[config.mk]
export PLATFORM = sky130hd
export DESIGN_NAME = trace_frame_streamer
export DESIGN_NICKNAME = d
export VERILOG_FILES = /design/src/rtl/trace_pkg.sv /design/src/rtl/trace_frame_streamer.sv
export SDC_FILE = /design/constraint.sdc
export NUM_CORES = 1
export LEC_CHECK = 0
export ABC_AREA = 0
export CORE_ASPECT_RATIO = 1.2
export CORE_MARGIN = 5
export CORE_UTILIZATION = 50
export CTS_CLUSTER_DIAMETER = 60
export DETAILED_ROUTE_END_ITERATION = 10
export DONT_BUFFER_PORTS = 1
export PLACE_DENSITY = 0.67
export SYNTH_ARGS = -nofsm -noshare
export SYNTH_HDL_FRONTEND = slang
export SYNTH_SLANG_ARGS = --single-unit
[constraint.sdc]
create_clock -name i_clk_in -period 2.4 [get_ports i_clk_in]
set_input_delay 0.48 -clock i_clk_in [delete_from_list [all_inputs] [get_ports i_clk_in]]
set_output_delay 0.48 -clock i_clk_in [all_outputs]
set_load 0.05 [all_outputs]
[src/rtl/trace_pkg.sv]
// Shared definitions for the commit-trace streamer.
// Holds the streamer FSM state type and the fixed frame layout constants.
package trace_pkg;

  typedef enum logic [1:0] {
    StIdle = 2'd0,
    StSend = 2'd1,
    StDone = 2'd2
  } state_e;

  // Frame layout: pc, instruction, then regfile 0..31.
  localparam int unsigned FRAME_WORDS = 34;
  localparam int unsigned WORD_PC     = 0;
  localparam int unsigned WORD_INST   = 1;
  localparam int unsigned WORD_REG0   = 2;

  // Index of the final word of a frame, sized to the word counter.
  localparam logic [5:0] LAST_WORD = 6'(FRAME_WORDS - 1);

endpackage

[src/rtl/trace_frame_streamer.sv]
// Commit-trace streamer for the single-cycle MIPS54 core.
// Each committed instruction produces one 34-word frame on a valid/ready stream:
// pc, instruction word, then regfile 0..31. The core is stalled while a frame drains
// and the register file is read through a dedicated combinational debug port.
//
// Ports:
//   i_clk_in          core clock, rising edge
//   i_reset           asynchronous active-low reset
//   i_enable          tracing enable, sampled only while idle
//   i_commit_valid    instruction retires this cycle
//   i_commit_pc       pc of the retiring instruction
//   i_commit_inst     instruction word of the retiring instruction
//   o_rf_raddr        regfile debug read address
//   i_rf_rdata        regfile debug read data (same cycle)
//   o_cpu_stall       freezes core pc and regfile writes
//   o_tr_valid        o_tr_data holds a valid word
//   i_tr_ready        sink accepts the word
//   o_tr_data         registered frame word
//   o_tr_last         current word is the last of the frame
//   o_frame_cnt       number of frames fully accepted
//   o_done            frame limit reached; terminal until reset
module trace_frame_streamer
  import trace_pkg::*;
#(
  parameter int unsigned MAX_FRAMES = 2000,
  parameter int unsigned CNT_W      = 32
) (
  input  logic             i_clk_in,
  input  logic             i_reset,
  input  logic             i_enable,
  input  logic             i_commit_valid,
  input  logic [31:0]      i_commit_pc,
  input  logic [31:0]      i_commit_inst,
  output logic [4:0]       o_rf_raddr,
  input  logic [31:0]      i_rf_rdata,
  output logic             o_cpu_stall,
  output logic             o_tr_valid,
  input  logic             i_tr_ready,
  output logic [31:0]      o_tr_data,
  output logic             o_tr_last,
  output logic [CNT_W-1:0] o_frame_cnt,
  output logic             o_done
);

  localparam logic [CNT_W-1:0] MaxCnt = CNT_W'(MAX_FRAMES);

  state_e             r_state,     w_state_d;
  logic               r_tr_valid,  w_tr_valid_d;
  logic [31:0]        r_tr_data,   w_tr_data_d;
  logic [5:0]         r_word_cnt,  w_word_cnt_d;
  logic [31:0]        r_inst,      w_inst_d;
  logic [CNT_W-1:0]   r_frame_cnt, w_frame_cnt_d;

  logic [CNT_W-1:0]   w_cnt_inc;
  logic               w_below_max;
  logic [5:0]         w_word_m1;

  assign w_cnt_inc   = r_frame_cnt + CNT_W'(1);
  assign w_below_max = (MAX_FRAMES == 0) || (r_frame_cnt < MaxCnt);
  assign w_word_m1   = r_word_cnt - 6'd1;

  always_ff @(posedge i_clk_in or negedge i_reset) begin
    if (!i_reset) begin
      r_state     <= StIdle;
      r_tr_valid  <= 1'b0;
      r_tr_data   <= '0;
      r_word_cnt  <= '0;
      r_inst      <= '0;
      r_frame_cnt <= '0;
    end else begin
      r_state     <= w_state_d;
      r_tr_valid  <= w_tr_valid_d;
      r_tr_data   <= w_tr_data_d;
      r_word_cnt  <= w_word_cnt_d;
      r_inst      <= w_inst_d;
      r_frame_cnt <= w_frame_cnt_d;
    end
  end

  always_comb begin
    w_state_d     = r_state;
    w_tr_valid_d  = r_tr_valid;
    w_tr_data_d   = r_tr_data;
    w_word_cnt_d  = r_word_cnt;
    w_inst_d      = r_inst;
    w_frame_cnt_d = r_frame_cnt;

    unique case (r_state)
      StIdle: begin
        if (i_enable && i_commit_valid && w_below_max) begin
          w_tr_data_d  = i_commit_pc;
          w_inst_d     = i_commit_inst;
          w_word_cnt_d = '0;
          w_tr_valid_d = 1'b1;
          w_state_d    = StSend;
        end
      end
      StSend: begin
        if (r_tr_valid && i_tr_ready) begin
          if (r_word_cnt < LAST_WORD) begin
            w_word_cnt_d = r_word_cnt + 6'd1;
            // Word 1 comes from the captured instruction; later words from the
            // register prefetched via o_rf_raddr.
            w_tr_data_d  = (r_word_cnt == 6'(WORD_PC)) ? r_inst : i_rf_rdata;
          end else begin
            w_tr_valid_d  = 1'b0;
            w_frame_cnt_d = w_cnt_inc;
            w_state_d     = ((MAX_FRAMES != 0) && (w_cnt_inc == MaxCnt)) ? StDone : StIdle;
          end
        end
      end
      StDone: begin
        w_state_d = StDone;
      end
      default: begin
        w_state_d = StIdle;
      end
    endcase
  end

  // While word N is on the bus, read register N-1 so it is ready for word N+1.
  assign o_rf_raddr  = (r_state == StSend) ? w_word_m1[4:0] : 5'd0;
  assign o_cpu_stall = (r_state == StSend);
  assign o_tr_valid  = r_tr_valid;
  assign o_tr_data   = r_tr_data;
  assign o_tr_last   = r_tr_valid && (r_word_cnt == LAST_WORD);
  assign o_frame_cnt = r_frame_cnt;
  assign o_done      = (r_state == StDone);

endmodule
Word level (Yosys, flattened, before mapping)

Cells that the tools add are included.

Input port bits: 101
Output and inout port bits: 73
Register bits: 105
Word-level logic and storage cells: 51

Equal/unequal tests: 8
Add/subtract/negate cells: 3
Magnitude comparators: 2
Bitwise operators: 1
Muxes and demuxes: 19
Reduce and logical (&&, ||, !) cells: 12

Operators with widths:

| operator                | count |
|---|---|
| $mux W32                | 4 |
| $pmux W32 S2            | 1 |
| $add A32 B1 Y32 const B | 1 |
| $eq A32 B11 Y1 const B  | 1 |
| $lt A32 B11 Y1 const B  | 1 |
| $mux W6                 | 3 |
| $pmux W6 S2             | 1 |
| $mux W2                 | 4 |
| $reduce_and A4 Y1       | 2 |
| $add A6 B1 Y6 const B   | 1 |
| $eq A6 B6 Y1 const B    | 1 |
| $logic_not A6 Y1        | 1 |
| $lt A6 B6 Y1 const B    | 1 |
| $pmux W2 S3             | 1 |
| $reduce_and A3 Y1       | 2 |
| $mux W5                 | 1 |
| $sub A5 B1 Y5 const B   | 1 |
| $logic_and A1 B1 Y1     | 4 |
| $ne A2 B1 Y1 const B    | 2 |
| $ne A2 B2 Y1 const B    | 2 |
| $mux W1                 | 3 |
| $eq A2 B1 Y1 const B    | 1 |
| $eq A2 B2 Y1 const B    | 1 |
| $logic_not A2 Y1        | 1 |
| other kinds (4)         | 4 |

Longest topological paths before layout

Gate-level depths: netlist of the first run.

Depth after elaboration: 6
Mapped depth: 9
Depth with buffers taken out: 9

Worst setup path after synthesis of the first run

OpenSTA, ideal clock, no wires.

Path type: flip-flop to flip-flop
Start point: reg r_frame_cnt[7] (netlist: o_frame_cnt[7])
End point: reg r_tr_data[9] (netlist: o_tr_data[9])
Setup slack: -0.035 ns
Cell stages (with the launch flop): 9
Path buffers: 2
Clock period less this slack: 2.435 ns
Arrival time: 2.309 ns
Data required time: 2.274 ns
Cell sequence: dfrtp_1 -> clkbuf_2 -> nand4_4 -> nor2_1 -> nor4_4 -> a21oi_1 -> clkbuf_1 -> nor3_1 -> a221o_1

Cells in the longest elaborated chain, start to end: 4

Ends and longest elaborated chain:

| element                            | line                       | RTL |
|---|---|---|
| start: declaration                 | trace_frame_streamer.sv:52 | `logic [CNT_W-1:0] r_frame_cnt, w_frame_cnt_d;` |
| start signal: assignment           | trace_frame_streamer.sv:76 | `r_frame_cnt <= w_frame_cnt_d;` |
| $lt A32 B11 Y1                     | trace_frame_streamer.sv:59 | `assign w_below_max = (MAX_FRAMES == 0) \|\| (r_frame_cnt < MaxCnt);` |
| $logic_and A1 B1 Y1                | trace_frame_streamer.sv:90 | `if (i_enable && i_commit_valid && w_below_max) begin` |
| $ne A2 B2 Y1 (no source line)      | --                         |  |
| $reduce_and A4 Y1 (no source line) | --                         |  |
| end signal: assignment             | trace_frame_streamer.sv:73 | `r_tr_data <= w_tr_data_d;` |
| end: declaration                   | trace_frame_streamer.sv:49 | `logic [31:0] r_tr_data, w_tr_data_d;` |

Every way passes these cells.
A chain may end at the register's enable or synchronous reset.

Worst setup path in the final report of the first run

Start point: reg r_word_cnt[1]
End point: out o_rf_raddr[4]

Cells in the longest elaborated chain, start to end: 2

Ends and longest elaborated chain:

| element                  | line                        | RTL |
|---|---|---|
| start: declaration       | trace_frame_streamer.sv:50  | `logic [5:0] r_word_cnt, w_word_cnt_d;` |
| start signal: assignment | trace_frame_streamer.sv:74  | `r_word_cnt <= w_word_cnt_d;` |
| $sub A5 B1 Y5            | trace_frame_streamer.sv:60  | `assign w_word_m1 = r_word_cnt - 6'd1;` |
| $mux W5                  | trace_frame_streamer.sv:122 | `assign o_rf_raddr = (r_state == StSend) ? w_word_m1[4:0] : 5'd0;` |
| end: declaration         | trace_frame_streamer.sv:34  | `output logic [4:0] o_rf_raddr,` |

Every way passes these cells.

==> out/summary.txt, run 1 <==
H-Tree Depth: 3
Synth cell types: 50
Row cnt: 42
First-pass GRT wire length: 23500 um
Number of global-route vias before repair: 4465
Slew headroom: 62.0%
DRC viols: 0
Minimum clock period: 2.33 ns
Routability cong.: 0.948
Worst Path Buf+Inv: 2
Synth Area per Inst: 10.9 um^2
Crit path max-delay cell type: or4b_4
Vias: 4210
Max Slew Vio Count: 0
Top delay family on crit path: simple AND/OR/NAND/NOR gates
CTS tree: built
PortBufs: 0
Final Hold Viols: 105
R2R Path Start: o_frame_cnt[0]
Synth top area share: 47.7%
Core ar.: 10900 um^2
GRT Total Usage: 21.9%
Worst R2R End: r_state[1]
Fmax achieved: 430 MHz
Pin count of the biggest net entering global routing: 106
N_diodes: 0
Critical Path Source Type: flip-flop
Post-detailed-route count of antenna-violating nets: 0
CTS Buf Count: 9
Max-cap violations: 0
Post-Syn Nets: 613
Period utilisation layout: 97.0%
Cell taking the most area after synthesis: dfrtp_1
Overflow after GRT: 0
CP max stage delay: 0.49 ns
Initial DRC Count: 169
R2R depth: 8
Post-synth ARST share: 100%
Status: finished, violations left
PwrDens: 523 nW/um^2
Synth top cells by count: dfrtp_1 (105), nor3_1 (42), nand2_1 (35)
Clock-pin slew on the worst setup and hold paths: 0.07 ns
Starting density of the core: 50.4%
Die X: 106 um
Power Total: 0.00336 W
Top Ports: 174
Layout Nets: 649
Hold slack: -0.168 ns
Setup violators final: 0
CTS max path bufs: 2
Synth warnings: 0
Req. time, crit path: 1.92 ns
Final clock skew: 0.00849 ns
Crit end category: output pin
Actual slew at the worst max-slew pin: 0.569 ns
First-pass DRT Iterations: 4
R2r setup slk: 0.08 ns
Register bit total from synthesis: 105
Antenna violations before repair: 0
Count leader, synth: dfrtp_1
Die H: 125 um
Clk Tree Root Cell: clkbuf_16
Final WL: 14400 um
DP Wirelength: 10700 um
VDD IR max: 0.254 mV
RSZ-0062 raised after global routing: true
Post-synth EDFFs: 0
WL/cell: 21.1 um
Synth Cell Area: 5510 um^2
LEAKAGE: 2.89 nW
Clk Latency, worst-skew pair: 0.34 ns
CTS Sinks: 105
Setup TNS: 0 ns
CP Cell Sequence: inv_2 > ha_2 > or4b_4 > a21oi_4 > buf_6
Area growth, synth to finish: 16.5%
Register area share after synthesis: 47.7%
Top cells by area, synth: dfrtp_1 (48%), mux2_2 (6.7%), mux2i_1 (6.0%)
Die ar.: 13200 um^2
Layout cell share with drive strength beyond 1: 25.7%
CP Data Arrival Time: 1.85 ns
Mapped Cells: 507
Max FO, Critical Path: 3
Top FF cell, synth: dfrtp_1
Setup CP Type: flip-flop to output pin
Tightest Hold Check Type: input port to asynchronous set/reset pin
Failing checks: hold timing
Mean number of vias per cell: 6.19
==> where the power goes <==
group	internal (W)	total, W	switching [W]
clock	0.000924	0.00159	0.000663
sequential	0.00177	0.00177	0
combinational	0.00000287	0.00000287	0
total	0.00269	0.00336	0.000663
==> cell families (layout without fill, tap and decap cells) <==
| logic type | after synthesis | in the layout | share of synthesized area (%) |
|---|---|---|---|
| XOR/XNOR | 48 | 48 | 7.63 |
| AND/OR/NAND/NOR | 185 | 185 | 18.8 |
| multiplexers | 66 | 66 | 12.7 |
| buffers and inverters | 45 | 86 | 3.57 |
| adder cells (fa/ha/maj) | 5 | 5 | 1.14 |
| flip-flops | 105 | 105 | 47.7 |
| AO/OA/AOI/OAI | 53 | 53 | 8.45 |
==> per-stage QoR <==
stage          cell area (um^2)  cells  util (%)  setup slack (ns)
2_1_floorplan              5520    507         -           0.00415
3_3_place_gp               6040    663      55.2             0.143
3_5_place_dp               6040    663      55.2            0.0864
4_1_cts                    6370    679      58.2           0.00312
5_1_grt                    6420    680      58.7           -0.0455
6_report                   6420    680      58.7            0.0724
==> how the worst max path moves through the flow <==
stage	end	slack, ns	start	depth (start not counted)
finish	o_rf_raddr[4]	0.07	r_word_cnt[1]	5
global route	r_state[1]	-0.05	o_frame_cnt[1]	9
CTS	o_rf_raddr[4]	0.003	r_word_cnt[1]	5
detailed placement	r_state[1]	0.09	r_word_cnt[1]	9
global placement	o_frame_cnt[13]	0.14	r_word_cnt[1]	8
floorplan	o_tr_data[6]	0.004	o_frame_cnt[27]	8
==> layer usage <==
layer / share of wire [%] / track usage (%) / up-vias
met1: 38 / 25.9 / 2082
met5: 0 / 0 / -
met2: 51 / 36.9 / 174
met4: 3.4 / 9.38 / 0
li1: - / - / 1924
met3: 7.5 / 6.86 / 30
==> layout make-up <==
cell class                      count  area (um^2)
Timing Repair Buffer               65          529
Multi-Input combinational cell    357         2750
Tap cell                          132          165
Sequential cell                   105         2640
Clock buffer                        9          225
Clock inverter                      7         98.8
Fill cell                         925         4510
Inverter                            5         18.8
==> repair_timing <==
| item | CTS | global route |
|---|---|---|
| endpoints found under the hold margin | 105 | 105 |
| gates resized for setup | 1 | 13 |
| setup buffers | 0 | 1 |
| pin swaps | 0 | 1 |
| setup endpoints to repair | 1 | 12 |
==> flip-flops by register name, summed over array words and instances, names as in the netlist <==
name and cells:
o_tr_valid 1, o_tr_data 32, r_inst 32, r_state 2, o_frame_cnt 32, r_word_cnt 6
==> cell usage in the layout, fill, tap and decap left out, types with 5 or more instances in the layout <==
| cell type | netlist | layout |
|---|---|---|
| nand2_1 | 35 | 34 |
| nand3_1 | 11 | 11 |
| clkbuf_16 | 0 | 9 |
| and3_1 | 10 | 10 |
| nor3_1 | 42 | 41 |
| nor2_1 | 31 | 30 |
| buf_4 | 1 | 61 |
| nand4_1 | 15 | 15 |
| nor4_1 | 10 | 8 |
| xnor2_1 | 27 | 27 |
| a221o_1 | 32 | 32 |
| dfrtp_1 | 105 | 98 |
| mux2i_1 | 33 | 33 |
| dfrtp_2 | 0 | 7 |
| and4_1 | 5 | 5 |
| xor2_1 | 21 | 21 |
| mux2_2 | 33 | 33 |
Power figures use the tool's default switching activity.
==> inputs of run 2 (changes only) <==
- CORE_ASPECT_RATIO: 1.2 -> default
- CORE_UTILIZATION: 50 -> 47
- DONT_BUFFER_PORTS: 1 -> default
- PLACE_DENSITY: 0.67 -> 0.83
==> run 2 against run 1 <==
- the run now ends clean
- critical endpoint is now r_state[1]
- hold slack improved by 0.30 ns
- first-iteration DRC count rose to 2.7 times the previous value
- largest cell class unchanged
- utilization rose by 11 points
- sequential power barely moved
- highest routed layer unchanged
==> out/summary.txt, run 2 (synthesis gave the netlist of run 1 again) <==
Status: complete, no violations
Antenna violations before repair: 0 (unchanged)
Layout cell share with drive strength beyond 1: 15.7% (-10 points)
R2R Path Start: o_frame_cnt[0]
Tightest Hold Check Type: input port to asynchronous set/reset pin
Clk Tree Root Cell: clkbuf_16
Max-cap violations: 0 (unchanged)
Area growth, synth to finish: 45.1%
Top Ports: 174 (unchanged)
Routed wl met3: 1490 um (+39%)
Setup violators final: 0 (unchanged)
Number of global-route vias before repair: 5065 (+13%)
CTS Sinks: 105 (unchanged)
PortBufs: 173 (+173)
Routability cong.: 0.911 (-4.0%)
Fmax achieved: 428 MHz (-0.29%)
Row cnt: 39 (-7.1%)
Crit end category: flip-flop
Final clock skew: 0.00547 ns (-0.00303 ns)
Pin count of the biggest net entering global routing: 49 (-54%)
First-pass GRT wire length: 26000 um (+10%)
First-pass DRT Iterations: 5 (+1)
RSZ-0062 raised after global routing: true
R2R depth: 8 (unchanged)
Setup CP Type: flip-flop to flip-flop
Cts hold-fix bufs: 0
Most frequent cells in the layout: clkdlybuf4s50_1 (164), dfrtp_1 (100), nor3_1 (42)
Core ar.: 11500 um^2 (+4.9%)
Critical Path Source Type: flip-flop
Clock-pin slew on the worst setup and hold paths: 0.07 ns (about the same)
Die H: 118 um (-5.4%)
Post-detailed-route count of antenna-violating nets: 0 (unchanged)
Layout Nets: 789 (+22%)
Final Hold Viols: 0 (-100%)
Worst slack, placed: -0.287 ns (-0.374 ns)
Slew headroom: 59.6% (-2.5 points)
CTS tree: built
DP Wirelength: 12000 um (+12%)
Req. time, crit path: 2.68 ns (+0.76 ns)
Met2 routed WL: 7720 um (+5.8%)
PwrDens: 436 nW/um^2 (-17%)
Max Slew Vio Count: 0 (unchanged)
WL/cell: 19.2 um (-9.3%)
LEAKAGE: 3.44 nW (+19%)
N_diodes: 0 (unchanged)
VDD IR max: 0.328 mV (+29%)
H-Tree Depth: 3 (unchanged)
Met1 wire length: 6400 um (+16%)
Period utilisation layout: 97.3% (+0.28 points)
Vias: 4858 (+15%)
Die X: 118 um (+12%)
Mean number of vias per cell: 5.85 (-5.6%)
Actual slew at the worst max-slew pin: 0.606 ns (+0.0369 ns)
Die ar.: 14000 um^2 (+5.8%)
DRC viols: 0 (unchanged)
Final Core Density: 69.7% (+11 points)
Most common cell after layout, fill and taps aside: clkdlybuf4s50_1
Overflow after GRT: 0 (unchanged)
Minimum clock period: 2.33 ns (+0.00669 ns)
CTS Buf Count: 9 (unchanged)
CTS max path bufs: 2 (unchanged)
Clk Latency, worst-skew pair: 0.34 ns (about the same)
Worst R2R End: r_state[1]
R2r setup slk: 0.07 ns (about the same)
Top layer in use: met4
Final WL: 15900 um (+11%)
Starting density of the core: 48.0% (-2.4 points)
CP Data Arrival Time: 2.62 ns (+0.77 ns)
Max FO, Critical Path: 6 (+3)
PnR worst setup slack: 0.0657 ns (-0.00669 ns)
Initial DRC Count: 462 (+170%)
GRT Total Usage: 22.6% (+0.70 points)
FILL cells: 780 (-16%)
## run 2: cell count changes in the layout (fill, tap and decap cells not counted), moves of 2 or more
cell,change
clkdlybuf4s50_1,+164
nor4_2,-3
dfrtp_1,+2
buf_4,-34
dfrtp_2,-2
nor4_1,+2
buf_12,+10
## run 2: cell type report
cell class                 instances  area (um^2)  share of cell area [%]
sequential                       105         2630                    32.9
multi-input combinational        357         2740                    34.3
clock inverter                     5         62.6                   0.782
clock buffer                      11          243                    3.04
inverter                           5         18.8                   0.235
tap                              143          179                    2.24
timing repair buffer             205         2120                    26.5
## run 2: worst max-delay path, cell delays in order (launching register included)
cell	delay [ns]
dfrtp_2	0.44
ha_1	0.28
a21bo_2	0.22
or4_1	0.47
o211ai_1	0.11
a21oi_1	0.09
nor4_1	0.28
and3_1	0.22
a31o_2	0.16
## run 2: power breakdown
| group | total [W] | switching [W] | internal [W] |
|---|---|---|---|
| Clock | 0.00151 | 0.000663 | 0.000846 |
| Combinational | 0.000211 | 0.0000633 | 0.000148 |
| Sequential | 0.00177 | 0 | 0.00177 |
| Total | 0.00349 | 0.000726 | 0.00276 |
## run 2: timing repair
item / CTS / global route
setup endpoints to repair: 1 / 33
buffers inserted: 0 / 0
cloned: 0 / 0
gates resized for setup: 2 / 5
pin swaps: 1 / 0
## run 2: per-layer routing
metal | track usage [%] | up-vias
met5 | 0 | -
met4 | 7.10 | 0
met3 | 8.02 | 29
met2 | 37.7 | 244
met1 | 27.6 | 2384
li1 | - | 2201
## run 2: worst max path at each step
stage,to,startpoint,slack [ns],cells past startpoint
floorplan,o_tr_data[6],o_frame_cnt[27],0.004,8
global placement,o_tr_data[1],i_commit_valid,-0.20,8
detailed placement,o_tr_data[5],i_commit_valid,-0.29,9
CTS,o_rf_raddr[4],r_word_cnt[1],0.02,5
global route,r_state[1],o_frame_cnt[1],-0.06,8
finish,r_state[1],o_frame_cnt[0],0.07,8
## run 2: through the flow
stage	power [W]	std cells	instance area, um^2	setup TNS (ns)	hold slack (ns)
after detailed placement	0.00202	815	7650	-17.22	0.496
after global placement	0.00201	815	7650	-11.89	0.489
final	0.00349	831	8000	0	0.135
after global routing	0.00361	831	8000	-0.0554	0.183
after floorplan	0.00181	507	5520	0	0.184
after CTS	0.00352	831	7960	0	0.154
==> inputs of run 3 (changes only) <==
- GPL_TIMING_DRIVEN: default -> 0
- MAX_ROUTING_LAYER: default -> met4
==> run 3 against run 2 <==
- via count about the same
- setup slack worse by 0.011 ns
- clock power about the same
- sequential share of layout area up 0.30 points
- register-to-register slack better by 0.02 ns
- sequential cell count unchanged
- combinational power about the same
- fmax down 0.47%
- critical path type is now flip-flop to output pin
- utilization down 0.59 points
- first-iteration DRC count down 25%
- hold slack better by 0.030 ns
==> out/summary.txt, run 3 (synthesis gave the netlist of run 1 again) <==
Status: complete, no violations
Post-detailed-route count of antenna-violating nets: 0 (unchanged)
Most common cell after layout, fill and taps aside: clkdlybuf4s50_1
Worst R2R End: r_state[1]
R2R Path Start: r_word_cnt[0]
PnR worst setup slack: 0.0547 ns (-0.0110 ns)
CTS Sinks: 105 (unchanged)
Overflow after GRT: 0 (unchanged)
CTS Buf Count: 9 (unchanged)
First-pass DRT Iterations: 7 (+2)
Clk Latency, worst-skew pair: 0.36 ns (+0.02 ns)
Antenna violations before repair: 0 (unchanged)
Crit path max-delay cell type: or4b_4
N_diodes: 0 (unchanged)
Die X: 118 um (unchanged)
Actual slew at the worst max-slew pin: 0.676 ns (+0.0701 ns)
Area growth, synth to finish: 43.9%
CTS max path bufs: 2 (unchanged)
Req. time, crit path: 1.92 ns (-0.76 ns)
Register area: 2640 um^2 (about the same)
GRT Total Usage: 23.9% (+1.2 points)
Period utilisation layout: 97.7% (+0.46 points)
CTS tree: built
Slew headroom: 54.9% (-4.7 points)
Most frequent cells in the layout: clkdlybuf4s50_1 (164), dfrtp_1 (99), nor3_1 (42)
WL/cell: 19.4 um (+1.1%)
Critical Path Source Type: flip-flop
Clk Tree Root Cell: clkbuf_16
Clock-pin slew on the worst setup and hold paths: 0.07 ns (about the same)
CP Cell Sequence: inv_2 > ha_2 > or4b_4 > a21oi_2 > buf_6
First-pass GRT wire length: 26300 um (+1.1%)
Die H: 118 um (unchanged)
CP max stage delay: 0.47 ns (about the same)
DP Wirelength: 12400 um (+3.7%)
R2R depth: 9 (+1)
Setup violators final: 0 (unchanged)
Final Hold Viols: 0 (unchanged)
Top Ports: 174 (unchanged)
Layout cell share with drive strength beyond 1: 17.8% (+2.1 points)
Max-cap violations: 0 (unchanged)
Final Core Density: 69.1% (-0.59 points)
Minimum clock period: 2.35 ns (+0.0110 ns)
Crit end category: output pin
Worst slack, placed: -0.683 ns (-0.396 ns)
Fmax achieved: 426 MHz (-0.47%)
Starting density of the core: 48.0% (unchanged)
PortBufs: 173 (unchanged)
Max Slew Vio Count: 0 (unchanged)
Core ar.: 11500 um^2 (unchanged)
Final clock skew: 0.00933 ns (+0.00387 ns)
LEAKAGE: 3.41 nW (-0.79%)
PwrDens: 444 nW/um^2 (+1.8%)
Pin count of the biggest net entering global routing: 55 (+12%)
CP Data Arrival Time: 1.87 ns (-0.75 ns)
Layout Nets: 803 (+1.8%)
Tightest Hold Check Type: input port to asynchronous set/reset pin
Initial DRC Count: 348 (-25%)
Mean number of vias per cell: 5.75 (-1.6%)
H-Tree Depth: 3 (unchanged)
FILL cells: 847 (+8.6%)
Final WL: 16400 um (+2.8%)
Vias: 4860 (+0.041%)
Number of global-route vias before repair: 5065 (unchanged)
Area of the multi-input gates: 2780 um^2 (+1.4%)
DRC viols: 0 (unchanged)
Cts hold-fix bufs: 0 (unchanged)
VDD IR max: 0.286 mV (-13%)
RSZ-0062 raised after global routing: true
Row cnt: 39 (unchanged)
Max FO, Critical Path: 5 (-1)
Die ar.: 14000 um^2 (unchanged)
Routability cong.: 0.903 (-0.79%)
R2r setup slk: 0.09 ns (+0.02 ns)
Setup CP Type: flip-flop to output pin
==> run 3: area by class of cell <==
cell class | count | area share (%)
clock buffer | 9 | 2.84
buffer | 37 | 2.45
multi-input combinational | 357 | 35.1
clock inverter | 7 | 1.07
inverter | 5 | 0.237
tap | 143 | 2.26
timing repair buffer | 182 | 22.8
sequential | 105 | 33.2
==> run 3: routing by layer <==
metal | global-route usage, % | wire [um] | vias up
met2 | 39.2 | 8060 | 224
met3 | 7.40 | 1470 | 28
li1 | - | - | 2237
met4 | 7.74 | 354 | 0
met5 | - | 0 | -
met1 | 28.0 | 6480 | 2371
==> run 3: power by group <==
group / total, W / switching, W / internal (W) / leakage (nW)
clock: 0.00154 / 0.000711 / 0.000832 / 0.153
combinational: 0.000210 / 0.0000615 / 0.000148 / 1.81
sequential: 0.00177 / 0 / 0.00177 / 1.45
total: 0.00352 / 0.000773 / 0.00275 / 3.41
==> run 3: critical path, delay by kind of cell, from the launching register on <==
family / cells / cell delay (ns)
buffers and inverters: 2 / 0.24
flip-flops: 1 / 0.45
adder cells (fa/ha/maj): 1 / 0.19
AND/OR/NAND/NOR: 1 / 0.47
AO/OA/AOI/OAI: 1 / 0.16
==> run 3: worst max-delay path by stage <==
stage | start | to | slack, ns | cells after the start
6_report | r_word_cnt[0] | o_rf_raddr[4] | 0.05 | 5
5_1_grt | r_word_cnt[2] | o_frame_cnt[13] | -0.04 | 7
4_1_cts | o_frame_cnt[27] | o_tr_data[13] | 0.003 | 8
3_5_place_dp | r_state[1] | o_rf_raddr[0] | -0.68 | 7
3_3_place_gp | i_reset | o_frame_cnt[21] | -3.36 | 1
2_1_floorplan | o_frame_cnt[27] | o_tr_data[6] | 0.004 | 8
==> run 3: timing repair <==
action / 4_1_cts / 5_1_grt
pin swaps: 2 / 5
endpoints found under the setup margin: 80 / 68
buffers inserted: 1 / 7
resized for setup: 54 / 22
==> run 3: stage by stage <==
stage                     std cells  total power [W]  setup TNS (ns)  hold WS [ns]  instance area [um^2]
after global placement          823          0.00200         -350.31         0.489                  7430
final                           845          0.00352               0         0.165                  7930
after global routing            845          0.00363          -0.358         0.225                  7930
after detailed placement        824          0.00201          -34.67         0.495                  7450
after floorplan                 507          0.00181               0         0.184                  5520
after CTS                       840          0.00355               0         0.183                  7800
